$ cat src/rtl/piso_pkg.sv
// Shared definitions for the parallel-in / serial-out transmitter.
// Holds the default word length, the FSM state encoding and the counter width helper.
package piso_pkg;

    localparam int WIDTH_DEFAULT = 8;

    typedef enum logic {
        IDLE  = 1'b0,
        SHIFT = 1'b1
    } state_t;

    function automatic int cnt_bits(input int width);
        return (width <= 2) ? 1 : $clog2(width);
    endfunction

endpackage

$ cat src/rtl/piso_bitcnt.sv
// Modulo-WIDTH bit counter for the transmitter: clear, enable, and a
// terminal-count flag raised while the counter sits on WIDTH-1.
module piso_bitcnt
    import piso_pkg::*;
#(
    parameter int WIDTH = WIDTH_DEFAULT
) (
    input  logic clk,
    input  logic rst,
    input  logic clr,
    input  logic en,
    output logic tc
);

    localparam int CW = cnt_bits(WIDTH);
    localparam logic [CW-1:0] CNT_LAST = CW'(WIDTH - 1);

    logic [CW-1:0] cnt;

    assign tc = (cnt == CNT_LAST);

    // Clear wins over enable so a reload on the final bit restarts at zero.
    always_ff @(posedge clk or negedge rst) begin
        if (!rst) begin
            cnt <= '0;
        end else if (clr) begin
            cnt <= '0;
        end else if (en) begin
            cnt <= tc ? '0 : cnt + 1'b1;
        end
    end

endmodule

$ cat src/rtl/piso_tx.sv
// Parallel-in / serial-out transmitter, MSB first, with valid/ready load
// handshake, line-rate stall, one-shot or rotate mode, and back-to-back words.
//
//   state | meaning
//   ------+-------------------------------------------------------------
//   IDLE  | no word in flight; Sout = 0, load_ready = 1
//   SHIFT | sreg[WIDTH-1] on Sout; advances one bit per shift_en cycle
module piso_tx
    import piso_pkg::*;
#(
    parameter int WIDTH = WIDTH_DEFAULT
) (
    input  logic             clk,
    input  logic             rst,
    input  logic             load_valid,
    output logic             load_ready,
    input  logic [WIDTH-1:0] Pin,
    input  logic             SW,
    input  logic             shift_en,
    output logic             Sout,
    output logic             sout_valid,
    output logic             sout_last
);

    state_t           state;
    state_t           state_nxt;
    logic [WIDTH-1:0] sreg;
    logic [WIDTH-1:0] sreg_nxt;
    logic             tc;
    logic             cnt_clr;
    logic             cnt_en;
    logic             hs;
    logic             fill;

    piso_bitcnt #(.WIDTH(WIDTH)) u_bitcnt (
        .clk (clk),
        .rst (rst),
        .clr (cnt_clr),
        .en  (cnt_en),
        .tc  (tc)
    );

    // In rotate mode the final bit never frees the slot, so load_valid is ignored.
    assign load_ready = (state == IDLE) || ((state == SHIFT) && tc && shift_en && !SW);
    assign hs         = load_valid && load_ready;
    assign fill       = SW ? sreg[WIDTH-1] : 1'b0;

    always_comb begin
        state_nxt = state;
        sreg_nxt  = sreg;
        cnt_clr   = 1'b0;
        cnt_en    = 1'b0;
        case (state)
            IDLE: begin
                if (hs) begin
                    state_nxt = SHIFT;
                    sreg_nxt  = Pin;
                    cnt_clr   = 1'b1;
                end
            end
            SHIFT: begin
                if (shift_en) begin
                    if (hs) begin
                        sreg_nxt = Pin;
                        cnt_clr  = 1'b1;
                    end else begin
                        cnt_en = 1'b1;
                        if (tc && !SW) begin
                            state_nxt = IDLE;
                            sreg_nxt  = '0;
                        end else begin
                            sreg_nxt = {sreg[WIDTH-2:0], fill};
                        end
                    end
                end
            end
            default: begin
                state_nxt = IDLE;
                sreg_nxt  = '0;
            end
        endcase
    end

    always_ff @(posedge clk or negedge rst) begin
        if (!rst) begin
            state <= IDLE;
            sreg  <= '0;
        end else begin
            state <= state_nxt;
            sreg  <= sreg_nxt;
        end
    end

    assign sout_valid = (state == SHIFT);
    assign Sout       = (state == SHIFT) && sreg[WIDTH-1];
    assign sout_last  = (state == SHIFT) && tc;

endmodule

$ cat config.mk
export PLATFORM = sky130hd
export DESIGN_NAME = piso_tx
export DESIGN_NICKNAME = d
export VERILOG_FILES = /design/src/rtl/piso_pkg.sv /design/src/rtl/piso_bitcnt.sv /design/src/rtl/piso_tx.sv
export SDC_FILE = /design/constraint.sdc
export NUM_CORES = 1
export LEC_CHECK = 0
export CAP_MARGIN = 20
export CORE_ASPECT_RATIO = 1.5
export CORE_MARGIN = 2
export CORE_UTILIZATION = 25
export CTS_BUF_LIST = sky130_fd_sc_hd__clkbuf_8
export DETAILED_ROUTE_END_ITERATION = 6
export GPL_TIMING_DRIVEN = 0
export MAX_ROUTING_LAYER = met4
export SLEW_MARGIN = 20
export SYNTH_ARGS = -nofsm -noshare
export SYNTH_HDL_FRONTEND = slang
export SYNTH_SLANG_ARGS = --single-unit
$ cat constraint.sdc
create_clock -name clk -period 3.9 [get_ports clk]
set_input_delay 1.17 -clock clk [delete_from_list [all_inputs] [get_ports clk]]
set_output_delay 1.17 -clock clk [all_outputs]
set_load 0.02 [all_outputs]
-- Word level (Yosys, flattened, before mapping)
Index checks and enable logic that the tools add are counted.
- add/sub/neg operators: 1
- equality and inequality tests: 3
- multiplexer cells: 19
- bitwise gates (word level): 1
- reductions and logical operators: 10
- operator list (kind ; count):
    $mux W8 ; 4
    $pmux W8 S2 ; 1
    $mux W1 ; 9
    $mux W3 ; 3
    $logic_and A1 B1 Y1 ; 6
    $ne A2 B2 Y1 const B ; 2
    $pmux W1 S2 ; 2
    $add A3 B1 Y3 const B ; 1
    $eq A3 B3 Y1 const B ; 1
    $reduce_and A2 Y1 ; 1
    $reduce_bool A2 Y1 ; 1
    $logic_not A1 Y1 ; 1
    $logic_or A1 B1 Y1 ; 1
    $not A1 Y1 ; 1
- register bits after elaboration: 12
- input bits: 13
- output and inout bits: 4

-- Logic depth before layout (Yosys ltp)
- word-level depth: 11
- mapped depth: 7

-- Cells and area by module
A second synthesis with hierarchy kept.
- cell total of the unflattened synthesis: 61
- area, all modules: 645.6 µm²
- by module, submodules not included (module ; instances ; cells an instance ; area an instance (µm²) ; sequential area each (µm²)):
    piso_tx ; 1 ; 49 ; 494.2 ; 225.2
    piso_bitcnt ; 1 ; 12 ; 151.4 ; 75.1

-- Worst setup path after synthesis
OpenSTA, ideal clock, no wires.
- path kind: input to output
- start point: in SW
- end point: out load_ready
- arrival: 1.860 ns
- required time: 2.730 ns
- path slack: 0.870 ns
- stages on the path: 5
- path buffers: 2
- cell sequence: nand2b_1 buf_6 o21a_1 buf_6 inv_1
- cells in the longest elaborated chain, start to end: 3
- RTL lines (what ; line ; RTL):
    start, declared ; piso_tx.sv:18 ; input logic SW,
    $logic_not A1 Y1 ; piso_tx.sv:44 ; assign load_ready = (state == IDLE) || ((state == SHIFT) && tc && shift_en && !SW);
    $logic_and A1 B1 Y1 ; piso_tx.sv:44 ;
    $logic_or A1 B1 Y1 ; piso_tx.sv:44 ;
    end, declared ; piso_tx.sv:16 ; output logic load_ready,
Every way passes these cells.

-- Worst setup path in the final report
Ends and elaborated chain as after synthesis.

==> impl_summary.txt <==
----------------------------------------------------
[Status]
  Result of the run ... completed

[Route]
  Average wire length per cell after detail routing ... 12.4 µm
  Number of antenna-violating nets in the routed design ... 0
  DRC errors left ... 0
  Vias per std cell ... roughly 4.6
  Post-Route WL ... between 1.5 and 2 mm
  Initial drt markers ... 4
  TritonRoute pass-1 iters ... 4
  Via count of the routed design ... between 500 and 600

[STA]
  Post-layout minimum cycle time ... ~3.8 ns
  RSZ-0062 raised after global routing ... false
  Max-slew violation count ... 0
  Final clock skew ... 0.000425 ns
  Peak Freq ... approximately 270 MHz
  Count of endpoints failing setup in the final report ... 0
  Post-route worst setup slack ... ~0.14 ns
  Actual slew at the worst max-slew pin ... 0.606 ns
  Number of endpoints with negative hold slack in the final report ... 0
  Share of the cycle needed by the critical path after routing ... ~96%
  Worst slew margin relative to its limit ... around three fifths

[Cells and area]
  Synth-to-Final Area Change ... 38.9%
  Net count reported at finish ... 108
  Sequential cell area ... about 300 µm²
  Area used by multi-input combinational logic ... about 310 µm²
  Filler cells ... ~280
  # diodes ... 0
  Share of post-route cells with drive strength above 1 ... 8.70%

[Global route]
  Maximum number of pins on one net before global-route repair ... 13
  Congestion Overflow GR ... 0
  Number of global-route vias before repair ... between 600 and 700
  Aggregate global-route resource usage ... about 14%
  Antenna violations before repair ... 0
  Global-route wire length before repair ... between 2 and 3 mm

[Yosys]
  Distinct cell type count of the synthesized netlist ... 20
  Mux contribution to synthesized area ... under 10%
  Area share of the largest cell type after synthesis ... 44.9%
  Ranking of synthesized cells by area ... dfrtp_1 (45%), nand2_1 (10%), nand4_1 (9.3%)
  Synth Area in Compound Gates ... roughly 14%
  Area fraction in and, or, nand and nor cells after synthesis ... a little over a quarter
  Commonest cells in the netlist ... nand2_1 (18), dfrtp_1 (12), nand4_1 (10)
  Mapped Nets ... between 80 and 90
  Dominant cell by count in the synthesized netlist ... nand2_1
  Adder and majority cell fraction of the synthesized area ... under 10%
  Top FF cell, synth ... dfrtp_1
  Largest area contributor in the netlist ... dfrtp_1
  Sequential fraction of the synthesis area ... 44.9%
  Avg Synthesized Cell Area ... slightly above 9 µm²
  Number of flops mapped to enable cells by yosys ... 0
  Main combinational cell family by area after synthesis ... simple AND/OR/NAND/NOR gates
  Share of flip-flops with an asynchronous set or reset ... between 90% and 100%
  Number of synthesized register bits ... 12
  Cell area after synthesis ... 669 µm²
  Post-synthesis share of cell area spent on xor and xnor gates ... 0%
  Count of warnings emitted by yosys ... 0
  Synthesized netlist cell count ... between 70 and 80

[Run]
  Max capacitance violation total ... 0

[Floorplan]
  Vertical die dimension ... slightly below 70 µm
  Starting utilization of the core area ... roughly a quarter
  I/O pin cnt ... 17
  Die Width ... between 40 and 50 µm
  Floorplan die area ... 3120 µm²
  Core area ... ~2600 µm²
  Placement Rows ... 23

[Setup path]
  Kind of critical path ... in -> out
  Arrival time worst endpoint ... 2.59 ns
  Worst EP required ... 2.73 ns
  Register-to-register path setup slack ... about 2.3 ns
  Kind of capture point of the worst setup path ... output pin
  Critical path launch point type ... input port
  Maximum fanout encountered on the critical timing path ... 10

[Clock network]
  Number of CTS-inserted buffers ... 3
  Number of clock sinks ... 12
  Number of post-CTS setup repair buffers ... 0
  Number of buffers on the longest clock path ... 2
  Clock root buffer ... clkbuf_8
  Level count of the clock H-tree ... 1
  Reg clk slew, reported paths ... around 0.060 ns
  TritonCTS clock tree ... yes
  Hold Buf Count CTS ... 0
  Clock latency of the later-clocked register in the worst-skew pair ... between 0.2 and 0.3 ns

[Pwr]
  Sequential group share of total power ... around 41%
  Sum of internal, switching and leakage power ... around 0.00046 W
  Leakage ... 0.405 nW
  Internal power ... 0.000324 W
  Maximum resistive drop on vdd ... 0.000169 V
  Power dissipated by switching net loads ... around 0.00014 W
  Combinational power share ... 28.3%
  Clock power share ... between 30% and 40%
  Net switching fraction of the power ... a little under a third
  Power Density ... ~500 nW/µm²

[Hold path]
  Class of the worst hold path ... reg -> reg

[Placement]
  GPL Wtd Cong ... ~0.73
  Buffers added on ports ... 16
  Place WS ... -0.126 ns
  Post-DP HPWL ... between 1 and 1.5 mm

----------------------------------------------------
## registers in the layout, indices dropped and copies added, names as in the netlist
register      count
sout_valid        1
sreg              8
u_bitcnt.cnt      3
## power groups by stage
stage | logic [W] | clock network (W) | registers [W]
floorplan | 0.0000875 | 0 | 0.000186
global placement | 0.000130 | 0 | 0.000191
detailed placement | 0.000135 | 0 | 0.000194
CTS | 0.000135 | 0.000144 | 0.000192
global route | 0.000155 | 0.000153 | 0.000198
finish | 0.000131 | 0.000141 | 0.000192
## cells in the final DEF, fill, tap and decap left out, drive strengths merged
master,instances
a21o,1
mux2i,1
o211ai,8
nand2,18
dfrtp,12
o21ai,2
nand2b,1
nand4,10
a22o,1
nor3b,1
nor2,1
inv,2
clkdlybuf4s50,15
nand3b,1
buf,4
and2,2
dlygate4sd2,1
ha,2
o21a,1
or2,1
clkbuf,6
nor2b,1
## critical path, cell delays in order
cell and delay (ns):
clkdlybuf4s50_1 0.44, nand2b_1 0.17, buf_6 0.14, o21a_1 0.17
buf_6 0.14, inv_1 0.05, dlygate4sd2_1 0.32
## path summary, 6_finish.rpt
check,cells after the start,endpoint,startpoint
max in group asynchronous,1,u_bitcnt.cnt[1]$_DFFE_PN0P_,rst
max,7,load_ready,SW
min reg2reg,2,sreg[2]$_DFFE_PN0P_,sreg[2]$_DFFE_PN0P_
min,2,sreg[2]$_DFFE_PN0P_,sreg[2]$_DFFE_PN0P_
min in group asynchronous,1,u_bitcnt.cnt[0]$_DFFE_PN0P_,rst
max reg2reg,7,sout_valid$_DFF_PN0_,u_bitcnt.cnt[0]$_DFFE_PN0P_
## routing by layer
layer,GRT usage [%],vias up,part of all wire (%)
li1,-,295,-
met1,15.4,286,42
met2,21.5,15,52
met3,2.41,3,3.5
met4,8.93,0,2.2
met5,-,-,0
## cells by family (layout without fill, tap and decap cells)
group	Yosys count	count (layout)
buffers and inverters	8	28
multiplexers	1	1
AO/OA/AOI/OAI	13	13
flip-flops	12	12
AND/OR/NAND/NOR	36	36
adder cells (fa/ha/maj)	2	2
## repair_timing
| item | in CTS | in global routing |
|---|---|---|
| endpoints found under the hold margin | 0 | 0 |
| endpoints found under the setup margin | 1 | 0 |
| resized for setup | 1 | 0 |
## stage by stage
| stage | util [%] | std cells | area (µm²) | hold slack (ns) | setup TNS, ns |
|---|---|---|---|---|---|
| floorplan | - | 72 | 669 | 0.466 | 0 |
| global placement | 33.4 | 125 | 876 | 0.482 | -0.131 |
| detailed placement | 33.4 | 125 | 876 | 0.489 | -0.126 |
| CTS | 35.5 | 129 | 930 | 0.502 | 0 |
| global route | 35.5 | 129 | 930 | 0.532 | 0 |
| finish | 35.5 | 129 | 930 | 0.498 | 0 |
## area by class of cell
class / count / share of cell area (%)
Sequential cell: 12 / 32.3
Timing Repair Buffer: 16 / 17.1
Clock buffer: 4 / 5.92
Tap cell: 37 / 4.98
Inverter: 2 / 0.808
Multi-Input combinational cell: 52 / 33.2
Buffer: 6 / 5.65
No activity file was read; power rests on OpenSTA's default activity.
